--- config.mk ---
export PLATFORM = sky130hd
export DESIGN_NAME = ov5640_sccb_wr
export DESIGN_NICKNAME = d
export VERILOG_FILES = /design/src/rtl/ov5640_sccb_pkg.sv /design/src/rtl/sccb_qtick.sv /design/src/rtl/ov5640_sccb_wr.sv
export SDC_FILE = /design/constraint.sdc
export NUM_CORES = 1
export LEC_CHECK = 0
export CAP_MARGIN = 20
export CORE_ASPECT_RATIO = 1.4
export CORE_MARGIN = 8
export CORE_UTILIZATION = 46
export CTS_CLUSTER_SIZE = 40
export DETAILED_ROUTE_END_ITERATION = 12
export PLACE_DENSITY_LB_ADDON = 0.3
export SLEW_MARGIN = 20
export SYNTH_ARGS = -nofsm -noshare
export SYNTH_HDL_FRONTEND = slang
export SYNTH_HIERARCHICAL = 1
export SYNTH_SLANG_ARGS = --single-unit
--- constraint.sdc ---
create_clock -name sys_clk -period 2.41 [get_ports sys_clk]
set_input_delay 0.241 -clock sys_clk [delete_from_list [all_inputs] [get_ports sys_clk]]
set_output_delay 0.241 -clock sys_clk [all_outputs]
set_load 0.02 [all_outputs]
--- src/rtl/ov5640_sccb_pkg.sv ---
// Shared types and constants for the OV5640 SCCB write master.
// bus_level maps a bus-sequencer position onto the {scl, sda_oe} pin pair.
package ov5640_sccb_pkg;

    typedef enum logic [2:0] {
        IDLE  = 3'd0,
        START = 3'd1,
        BYTE  = 3'd2,
        STOP  = 3'd3,
        DONE  = 3'd4
    } state_t;

    localparam logic [1:0] Q0 = 2'd0;
    localparam logic [1:0] Q1 = 2'd1;
    localparam logic [1:0] Q2 = 2'd2;
    localparam logic [1:0] Q3 = 2'd3;

    localparam int BYTES_PER_WR  = 4;
    localparam int BITS_PER_BYTE = 9;

    localparam logic [1:0] LAST_BYTE = 2'(BYTES_PER_WR - 1);
    localparam logic [3:0] ACK_BIT   = 4'(BITS_PER_BYTE - 1);

    localparam logic [6:0] DEFAULT_DEVICE_ADDR = 7'h3C;

    // Returns {scl, sda_oe}; sda_oe=1 pulls the open-drain line low.
    function automatic logic [1:0] bus_level(
        input state_t     st,
        input logic [1:0] ph,
        input logic [3:0] bit_idx,
        input logic       data_bit
    );
        logic [1:0] lv;
        lv = 2'b10;
        case (st)
            START: begin
                case (ph)
                    Q0:      lv = 2'b10;
                    Q1, Q2:  lv = 2'b11;
                    default: lv = 2'b01;
                endcase
            end
            BYTE: begin
                lv = {((ph == Q1) || (ph == Q2)),
                      ((bit_idx == ACK_BIT) ? 1'b0 : ~data_bit)};
            end
            STOP: begin
                case (ph)
                    Q0:      lv = 2'b01;
                    Q1:      lv = 2'b11;
                    default: lv = 2'b10;
                endcase
            end
            default: lv = 2'b10;
        endcase
        return lv;
    endfunction

endpackage

--- src/rtl/sccb_qtick.sv ---
// Quarter-SCL-period timebase: counts 0..DIV-1 while enabled and advances
// a 2-bit phase on every wrap; a clear restarts both at zero.
module sccb_qtick
    import ov5640_sccb_pkg::*;
#(
    parameter int DIV = 50
) (
    input  logic       i_clk,
    input  logic       i_rst_n,
    input  logic       i_clr,
    input  logic       i_en,
    output logic       o_tick,
    output logic       o_first,
    output logic [1:0] o_phase
);

    localparam int             CW   = (DIV > 1) ? $clog2(DIV) : 1;
    localparam logic [CW-1:0]  LAST = CW'(DIV - 1);

    logic [CW-1:0] r_cnt;
    logic [1:0]    r_phase;

    // Divider counter and quarter phase
    always_ff @(posedge i_clk or negedge i_rst_n) begin
        if (!i_rst_n) begin
            r_cnt   <= '0;
            r_phase <= Q0;
        end else if (i_clr) begin
            r_cnt   <= '0;
            r_phase <= Q0;
        end else if (i_en) begin
            if (r_cnt == LAST) begin
                r_cnt   <= '0;
                r_phase <= r_phase + 2'd1;
            end else begin
                r_cnt   <= r_cnt + CW'(1);
            end
        end else begin
            r_cnt   <= r_cnt;
            r_phase <= r_phase;
        end
    end

    assign o_tick  = i_en && (r_cnt == LAST);
    assign o_first = i_en && (r_cnt == '0);
    assign o_phase = r_phase;

endmodule

--- src/rtl/ov5640_sccb_wr.sv ---
// SCCB write master: turns one {reg_addr, reg_val} word into a
// START / 4 bytes / STOP sequence on an open-drain SDA and push-pull SCL.
module ov5640_sccb_wr
    import ov5640_sccb_pkg::*;
#(
    parameter logic [6:0] DEVICE_ADDR  = DEFAULT_DEVICE_ADDR,
    parameter int         SYS_CLK_FREQ = 50_000_000,
    parameter int         SCL_FREQ     = 250_000
) (
    input  logic        sys_clk,
    input  logic        sys_rst_n,
    input  logic        cfg_start,
    input  logic [23:0] cfg_data,
    output logic        cfg_end,
    output logic        busy,
    output logic        ack_err,
    output logic        scl,
    output logic        sda_oe,
    input  logic        sda_in
);

    localparam int DIV = SYS_CLK_FREQ / (SCL_FREQ * 4);

    state_t      r_state;
    state_t      w_state_nxt;
    logic [3:0]  r_bit;
    logic [3:0]  w_bit_nxt;
    logic [1:0]  r_byte;
    logic [1:0]  w_byte_nxt;
    logic [31:0] r_shift;
    logic [31:0] w_shift_nxt;

    logic        w_accept;
    logic        w_run;
    logic        w_tick;
    logic        w_first;
    logic        w_q_end;
    logic        w_ack_sample;
    logic [1:0]  w_phase;
    logic [1:0]  w_phase_nxt;
    logic [1:0]  w_level;

    logic        r_scl;
    logic        r_sda_oe;
    logic        r_busy;
    logic        r_cfg_end;
    logic        r_ack_err;

    assign w_accept = (r_state == IDLE) && cfg_start;
    assign w_run    = (r_state == START) || (r_state == BYTE) || (r_state == STOP);
    assign w_q_end  = w_tick && (w_phase == Q3);

    // ACK is sampled once, on the first sys_clk of Q2 of the ninth bit
    assign w_ack_sample = (r_state == BYTE) && (r_bit == ACK_BIT) &&
                          (w_phase == Q2) && w_first;

    sccb_qtick #(
        .DIV (DIV)
    ) u_qtick (
        .i_clk   (sys_clk),
        .i_rst_n (sys_rst_n),
        .i_clr   (w_accept),
        .i_en    (w_run),
        .o_tick  (w_tick),
        .o_first (w_first),
        .o_phase (w_phase)
    );

    // Phase the timebase will hold after this edge
    always_comb begin
        w_phase_nxt = w_phase;
        if (w_accept) begin
            w_phase_nxt = Q0;
        end else if (w_tick) begin
            w_phase_nxt = w_phase + 2'd1;
        end else begin
            w_phase_nxt = w_phase;
        end
    end

    // Sequencer next-state, bit/byte position and data shifter
    always_comb begin
        w_state_nxt = r_state;
        w_bit_nxt   = r_bit;
        w_byte_nxt  = r_byte;
        w_shift_nxt = r_shift;
        case (r_state)
            IDLE: begin
                if (cfg_start) begin
                    w_state_nxt = START;
                    w_bit_nxt   = 4'd0;
                    w_byte_nxt  = 2'd0;
                    w_shift_nxt = {DEVICE_ADDR, 1'b0, cfg_data};
                end else begin
                    w_state_nxt = IDLE;
                end
            end
            START: begin
                if (w_q_end) begin
                    w_state_nxt = BYTE;
                    w_bit_nxt   = 4'd0;
                    w_byte_nxt  = 2'd0;
                end else begin
                    w_state_nxt = START;
                end
            end
            BYTE: begin
                if (w_q_end) begin
                    if (r_bit == ACK_BIT) begin
                        w_bit_nxt = 4'd0;
                        if (r_byte == LAST_BYTE) begin
                            w_state_nxt = STOP;
                        end else begin
                            w_byte_nxt  = r_byte + 2'd1;
                        end
                    end else begin
                        // The ACK slot carries no data, so only data bits shift
                        w_bit_nxt   = r_bit + 4'd1;
                        w_shift_nxt = {r_shift[30:0], 1'b0};
                    end
                end else begin
                    w_state_nxt = BYTE;
                end
            end
            STOP: begin
                if (w_q_end) begin
                    w_state_nxt = DONE;
                end else begin
                    w_state_nxt = STOP;
                end
            end
            DONE: begin
                w_state_nxt = IDLE;
            end
            default: begin
                w_state_nxt = IDLE;
            end
        endcase
    end

    // Pin levels come from the post-edge position so they land exactly on quarter boundaries
    assign w_level = bus_level(w_state_nxt, w_phase_nxt, w_bit_nxt, w_shift_nxt[31]);

    // Sequencer state register
    always_ff @(posedge sys_clk or negedge sys_rst_n) begin
        if (!sys_rst_n) begin
            r_state <= IDLE;
            r_bit   <= 4'd0;
            r_byte  <= 2'd0;
            r_shift <= 32'd0;
        end else begin
            r_state <= w_state_nxt;
            r_bit   <= w_bit_nxt;
            r_byte  <= w_byte_nxt;
            r_shift <= w_shift_nxt;
        end
    end

    // Registered pins and handshake/status flags
    always_ff @(posedge sys_clk or negedge sys_rst_n) begin
        if (!sys_rst_n) begin
            r_scl     <= 1'b1;
            r_sda_oe  <= 1'b0;
            r_busy    <= 1'b0;
            r_cfg_end <= 1'b0;
            r_ack_err <= 1'b0;
        end else begin
            r_scl     <= w_level[1];
            r_sda_oe  <= w_level[0];
            r_cfg_end <= (r_state == DONE);
            if (w_accept) begin
                r_busy <= 1'b1;
            end else if (r_state == DONE) begin
                r_busy <= 1'b0;
            end else begin
                r_busy <= r_busy;
            end
            if (w_accept) begin
                r_ack_err <= 1'b0;
            end else if (w_ack_sample && sda_in) begin
                r_ack_err <= 1'b1;
            end else begin
                r_ack_err <= r_ack_err;
            end
        end
    end

    assign scl     = r_scl;
    assign sda_oe  = r_sda_oe;
    assign busy    = r_busy;
    assign cfg_end = r_cfg_end;
    assign ack_err = r_ack_err;

endmodule

==> results.sh, run 1 <==
export IMPL_crit_path_start_kind="register"
export IMPL_swShare_pct=35.2
export IMPL_final_core_util_pct=56.5
export IMPL_fin_skew_ns=0.00469
export IMPL_synth_edf_count=0
export IMPL_setup_viol=0
export IMPL_h_tree_depth=2
export IMPL_yosysWarnings=6
export IMPL_hold_violations=0
export IMPL_place_area_sq_mm=0.00318
export IMPL_syn_inst=283
export IMPL_fp_coreArea_sq_mm=0.00582
export IMPL_hp_class="input port to async pin"
export IMPL_drc=0
export IMPL_vias_per_cell=5.45
export IMPL_grt_pass1_vias=2210
export IMPL_die_w_um=81.2
export IMPL_mostFrequentLayoutCells="70 x nand2_1, 53 x dfrtp_1, 31 x clkdlybuf4s50_1"
export IMPL_cts_root_buf="clkbuf_8"
export IMPL_max_freq_mhz=443
export IMPL_path_max_fanout=4
export IMPL_syn_nets=323
export IMPL_rrSetupSlack_ns=0.15
export IMPL_cts_buffers=5
export IMPL_arrival_ns=2.44
export IMPL_end_kind="register"
export IMPL_synth_main_ff_cell="dfrtp_1"
export IMPL_syn_cell_area_sq_mm=0.00274
export IMPL_crit_type="register to register"
export IMPL_combPwrFrac_pct=34.8
export IMPL_tritoncts="built"
export IMPL_crit_reg2reg_launch="u_qtick/r_cnt[1]"
export IMPL_layout_nets=361
export IMPL_final_common_cell="nand2_1"
export IMPL_worstPathRequired_ns=2.59
export IMPL_antennaDiodeCount=0
export IMPL_place_port_buffers=32
export IMPL_std_cell_rows=33
export IMPL_grt_pass1_wl_um=10100
export IMPL_antenna_found_initial=0
export IMPL_postCtsSetupRepairBufs=0
export IMPL_clk_pin_slew_ns=0.10
export IMPL_switchingPower_mw=1.11
export IMPL_clock_latency_ns=0.30
export IMPL_finalInstanceArea_sq_mm=0.00329
export IMPL_synth_cell_type_count=53
export IMPL_post_route_period_util_pct=93.6
export IMPL_start_util_pct=47.1
export IMPL_r2r_end="sda_oe"
export IMPL_fp_dieArea_sq_mm=0.00872
export IMPL_ant_nets=0
export IMPL_hpwl_um=4140
export IMPL_synth_seq_cells=54
export IMPL_gp_congestion=0.845
export IMPL_dr_first_iter_drc_count=133
export IMPL_ys_seq_area_share_pct=49.4
export IMPL_leakage_nw=1.49
export IMPL_wl_um=5790
export IMPL_grt_max_degree=55
export IMPL_vdd_drop_max_mv=0.410
export IMPL_worst_pin_slew_ns=0.693
export IMPL_slew_violations=0
export IMPL_ys_async_sr_fraction_pct=100
export IMPL_cap_violations=0
export IMPL_syn_area_per_cell_sq_um=9.68
export IMPL_syn_to_final_growth_pct=20.0
export IMPL_period_minus_slack_ns=2.26
export IMPL_reg2regPathDepth=9
export IMPL_internal_power_mw=2.04
export IMPL_total_power_mw=3.15
export IMPL_maxSlewHeadroom_pct=53.8
export IMPL_cts_resized=0
export IMPL_boundaryPins=33
export IMPL_max_clock_path_buffers=2
export IMPL_cts_hold_buf=0
export IMPL_clkPwrFrac_pct=19.0
export IMPL_pre_cts_slack_ns=0.182
export IMPL_pwr_share_seq_pct=46.3
export IMPL_power_density_mw_per_mm2=960
export IMPL_fp_dieH_um=107
export IMPL_drt_wirelength_per_cell_um=14.8
export IMPL_first_pass_iters=6
export IMPL_track_usage_pct=14.4
export IMPL_dr_total_vias=2138
export IMPL_timing_final_ws_setup_ns=0.154
export IMPL_outcome="finished, final reports clean"
export IMPL_drive_above_1_share_pct=11.8
export IMPL_cts_sinks=54
export IMPL_globalRouteOverflowTotal=0
[power groups by stage]
stage                     sequential, mW  combinational (mW)  clock (mW)
final                               1.46                1.10       0.599
after global placement              1.46                1.05           0
after CTS                           1.46                1.10       0.620
after global routing                1.50                1.25       0.654
after detailed placement            1.47                1.10           0
after floorplan                     1.43               0.790           0
[through the flow]
| step | hold WS, ns | setup TNS [ns] | std cells |
|---|---|---|---|
| 5_1_grt | 0.120 | -0.0132 | 392 |
| 3_5_place_dp | 0.413 | 0 | 384 |
| 4_1_cts | 0.0779 | 0 | 392 |
| 6_report | 0.0353 | 0 | 392 |
| 2_1_floorplan | -0.0546 | 0 | 283 |
| 3_3_place_gp | 0.410 | 0 | 384 |
[critical path, stage by stage, from the launching register on]
cell      delay (ns)
dfrtp_1         0.43
inv_1           0.10
ha_1            0.16
nand4b_2        0.11
nor2_2          0.14
nand2_1         0.09
or3_1           0.39
a32o_1          0.30
nor4b_2         0.32
o41ai_2         0.09
[state kept, by name (all words and copies together), names as in the netlist]
signal and flops:
sda_oe 1, r_shift 32, busy 1, r_bit 4, scl 1, u_qtick/r_cnt 6
r_state 3, r_byte 2, ack_err 1, u_qtick/o_phase 2, cfg_end 1
[routing by layer]
metal,GRT usage [%],wire length [um]
met5,0,0
met4,4.10,96
met3,3.76,254
met2,24.2,2890
met1,17.5,2550
[worst max path at each step]
| stage | start | endpoint | slack [ns] | depth (start not counted) |
|---|---|---|---|---|
| floorplan | r_state[2] | sda_oe | 0.03 | 11 |
| global placement | u_qtick/r_cnt[1] | sda_oe | 0.25 | 9 |
| detailed placement | u_qtick/r_cnt[1] | sda_oe | 0.18 | 9 |
| CTS | u_qtick/r_cnt[1] | sda_oe | 0.17 | 9 |
| global route | u_qtick/r_cnt[1] | sda_oe | -0.01 | 12 |
| finish | u_qtick/r_cnt[1] | sda_oe | 0.15 | 9 |
[layout make-up]
| type | count | area (sq um) |
|---|---|---|
| Fill cell | 518 | 2530 |
| Multi-Input combinational cell | 201 | 1270 |
| Sequential cell | 54 | 1350 |
| Timing Repair Buffer | 46 | 420 |
| Tap cell | 70 | 87.6 |
| Clock buffer | 5 | 68.8 |
| Inverter | 13 | 48.8 |
| Clock inverter | 3 | 40.0 |
[logic make-up (layout without fill, tap and decap cells)]
family	Yosys count	in the layout	synth area share, %
XOR/XNOR	4	4	1.28
AO/OA/AOI/OAI	64	64	17.3
AND/OR/NAND/NOR	120	120	21.5
multiplexers	1	1	0.365
adder cells (fa/ha/maj)	12	12	5.48
flip-flops	54	54	49.4
buffers and inverters	28	67	4.75
[synthesized netlist by cell type (3+ instances only)]
cell type / number / area, sq um
a21oi_1: 6 / 30.0
a22oi_1: 23 / 173
a32o_1: 3 / 30.0
buf_2: 5 / 25.0
buf_4: 3 / 22.5
clkbuf_1: 4 / 15.0
dfrtp_1: 53 / 1330
ha_1: 12 / 150
inv_1: 13 / 48.8
nand2_1: 70 / 263
nand2b_1: 4 / 25.0
nand3_1: 4 / 20.0
nand4b_1: 3 / 26.3
nor2_1: 15 / 56.3
nor2b_1: 3 / 18.8
o211ai_1: 3 / 22.5
o21ai_0: 14 / 70.1
or3_1: 3 / 18.8
Note: power is estimated with default switching activity, not from simulation.
==> run 2, diff against run 1 <==
--- a/config.mk
+++ b/config.mk
@@ -9,9 +9,10 @@
 export CORE_ASPECT_RATIO = 1.4
 export CORE_MARGIN = 8
 export CORE_UTILIZATION = 46
+export CTS_BUF_LIST = sky130_fd_sc_hd__clkbuf_8
 export CTS_CLUSTER_SIZE = 40
 export DETAILED_ROUTE_END_ITERATION = 12
-export PLACE_DENSITY_LB_ADDON = 0.3
+export PLACE_DENSITY = 0.66
 export SLEW_MARGIN = 20
 export SYNTH_ARGS = -nofsm -noshare
 export SYNTH_HDL_FRONTEND = slang
==> run 2 against run 1 <==
Fmax decreased by 1.1%. Critical path depth is the same. First-iteration DRC count decreased by 20%. Die area stayed put. Clock skew increased by 0.0023 ns. Non-clock buffer count unchanged. Flip-flop and latch count stayed put. Clock-buffer cell count unchanged. Largest power group unchanged. Power is 2.8% lower. Register-to-register slack got worse by 0.02 ns. Core utilization decreased by 0.34 points. Setup slack lost 0.025 ns.
==> results.sh, run 2 (synthesis results as in run 1) <==
export IMPL_top_register="r_shift"
export IMPL_drive_above_1_share_pct=11.5
export IMPL_max_freq_mhz=439
export IMPL_dr_first_iter_drc_count=107
export IMPL_std_cell_rows=33
export IMPL_worst_path_buf_inv=1
export IMPL_drc=0
export IMPL_slew_violations=0
export IMPL_dr_total_vias=2156
export IMPL_period_minus_slack_ns=2.28
export IMPL_outcome="finished, final reports clean"
export IMPL_cts_sinks=54
export IMPL_first_pass_iters=4
export IMPL_critical_path_max_stage_delay_ns=0.43
export IMPL_end_kind="register"
export IMPL_slowest_stage="dfrtp_1"
export IMPL_mostFrequentLayoutCells="70 x nand2_1, 53 x dfrtp_1, 31 x clkdlybuf4s50_1"
export IMPL_drt_wirelength_per_cell_um=14.8
export IMPL_fin_skew_ns=0.00700
export IMPL_final_setup_tns_ns=0
export IMPL_worstPathRequired_ns=2.61
export IMPL_track_usage_pct=14.5
export IMPL_top_regs="r_shift x32, u_qtick/r_cnt x6, r_bit x4"
export IMPL_path_max_fanout=4
export IMPL_antenna_found_initial=0
export IMPL_grt_pass1_vias=2237
export IMPL_tritoncts="built"
export IMPL_ant_nets=0
export IMPL_final_core_util_pct=56.1
export IMPL_syn_to_final_growth_pct=19.2
export IMPL_grt_max_degree=55
export IMPL_cap_violations=0
export IMPL_path_delay_family="simple AND/OR/NAND/NOR gates"
export IMPL_crit_path_start_kind="register"
export IMPL_maxSlewHeadroom_pct=55.2
export IMPL_cts_hold_buf=0
export IMPL_antennaDiodeCount=0
export IMPL_crit_type="register to register"
export IMPL_cts_buffers=5
export IMPL_hp_class="input port to async pin"
export IMPL_power_density_mw_per_mm2=938
export IMPL_hpwl_um=4040
export IMPL_wl_um=5810
export IMPL_grt_pass1_wl_um=10100
export IMPL_rsz0062_at_grt="no"
export IMPL_clk_pin_slew_ns=0.11
export IMPL_pre_cts_slack_ns=0.154
export IMPL_die_w_um=81.2
export IMPL_globalRouteOverflowTotal=0
export IMPL_leakage_nw=1.48
export IMPL_worst_pin_slew_ns=0.672
export IMPL_h_tree_depth=2
export IMPL_start_util_pct=47.1
export IMPL_max_clock_path_buffers=2
export IMPL_hold_violations=0
export IMPL_place_port_buffers=32
export IMPL_arrival_ns=2.48
export IMPL_setup_viol=0
export IMPL_vias_per_cell=5.50
export IMPL_timing_final_ws_setup_ns=0.130
export IMPL_fp_coreArea_sq_mm=0.00582
export IMPL_fp_dieArea_sq_mm=0.00872
export IMPL_final_common_cell="nand2_1"
export IMPL_layout_nets=361
export IMPL_crit_chain="inv_1 > ha_1 > nand4b_2 > nor2_2 > nand2_1 > or3_1 > a32o_1 > nor4b_2 > o41ai_2"
export IMPL_boundaryPins=33
export IMPL_post_route_period_util_pct=94.6
export IMPL_largest_reg_flops=32
export IMPL_cts_root_buf="clkbuf_8"
export IMPL_fp_dieH_um=107
export IMPL_clock_latency_ns=0.32
export IMPL_gp_congestion=0.807
export IMPL_vdd_drop_max_mv=0.484
-- run 2: cell count changes in the layout (fill, tap and decap cells not counted) --
cell,delta
inv_1,+1
clkinv_2,-2
bufinv_16,-1
clkinvlp_4,+1
inv_6,+1
-- run 2: power by group --
part	switching, mW	internal [mW]
combinational	0.578	0.507
sequential	0.226	1.23
clock	0.324	0.206
total	1.13	1.94
-- run 2: area by class of cell --
cell class              instances  area (sq um)
flip-flops and latches         54          1350
clock buffers                   5          68.8
clock inverters                 3          20.0
repair buffers                 46           420
well taps                      70          87.6
fillers                       546          2550
multi-input cells             201          1270
inverters                      13          48.8
-- run 2: per-layer routing --
layer	vias up	global-route usage (%)	share of wire, %
li1	1055	-	-
met1	1055	17.2	45
met2	39	24.3	50
met3	7	3.76	4.4
met4	0	5.00	1.3
met5	-	0	0
-- run 2: timing repair --
item / in CTS / in global routing
resized for setup: 0 / 1
setup buffers: 0 / 0
endpoints found under the setup margin: 0 / 1
-- run 2: path summary, 6_finish.rpt --
| path | slack [ns] | end | cells past startpoint | from |
|---|---|---|---|---|
| hold reg to reg | 0.48 | r_shift[15] | 2 | r_shift[15] |
| hold / removal | 0.02 | u_qtick/o_phase[0] | 2 | sys_rst_n |
| min in group sys_clk | 0.47 | r_shift[0] | 3 | cfg_data[0] |
| setup / recovery | 0.13 | sda_oe | 9 | u_qtick/r_cnt[1] |
| setup reg to reg | 0.13 | sda_oe | 9 | u_qtick/r_cnt[1] |
| max in group asynchronous | 1.93 | sda_oe | 2 | sys_rst_n |
-- run 2: per-stage QoR --
step	std cells	power, mW	instance area (sq um)	hold WS, ns
2_1_floorplan	283	2.22	2750	-0.0546
3_3_place_gp	384	2.53	3180	0.417
3_5_place_dp	384	2.57	3180	0.413
4_1_cts	392	3.10	3260	0.0656
5_1_grt	392	3.31	3270	0.0950
6_report	392	3.07	3270	0.0197
-- run 2: worst register-to-register path, stage by stage, from the launching register on --
cell,delay (ns)
dfrtp_1,0.43
inv_1,0.09
ha_1,0.16
nand4b_2,0.12
nor2_2,0.13
nand2_1,0.08
or3_1,0.42
a32o_1,0.32
nor4b_2,0.33
o41ai_2,0.09
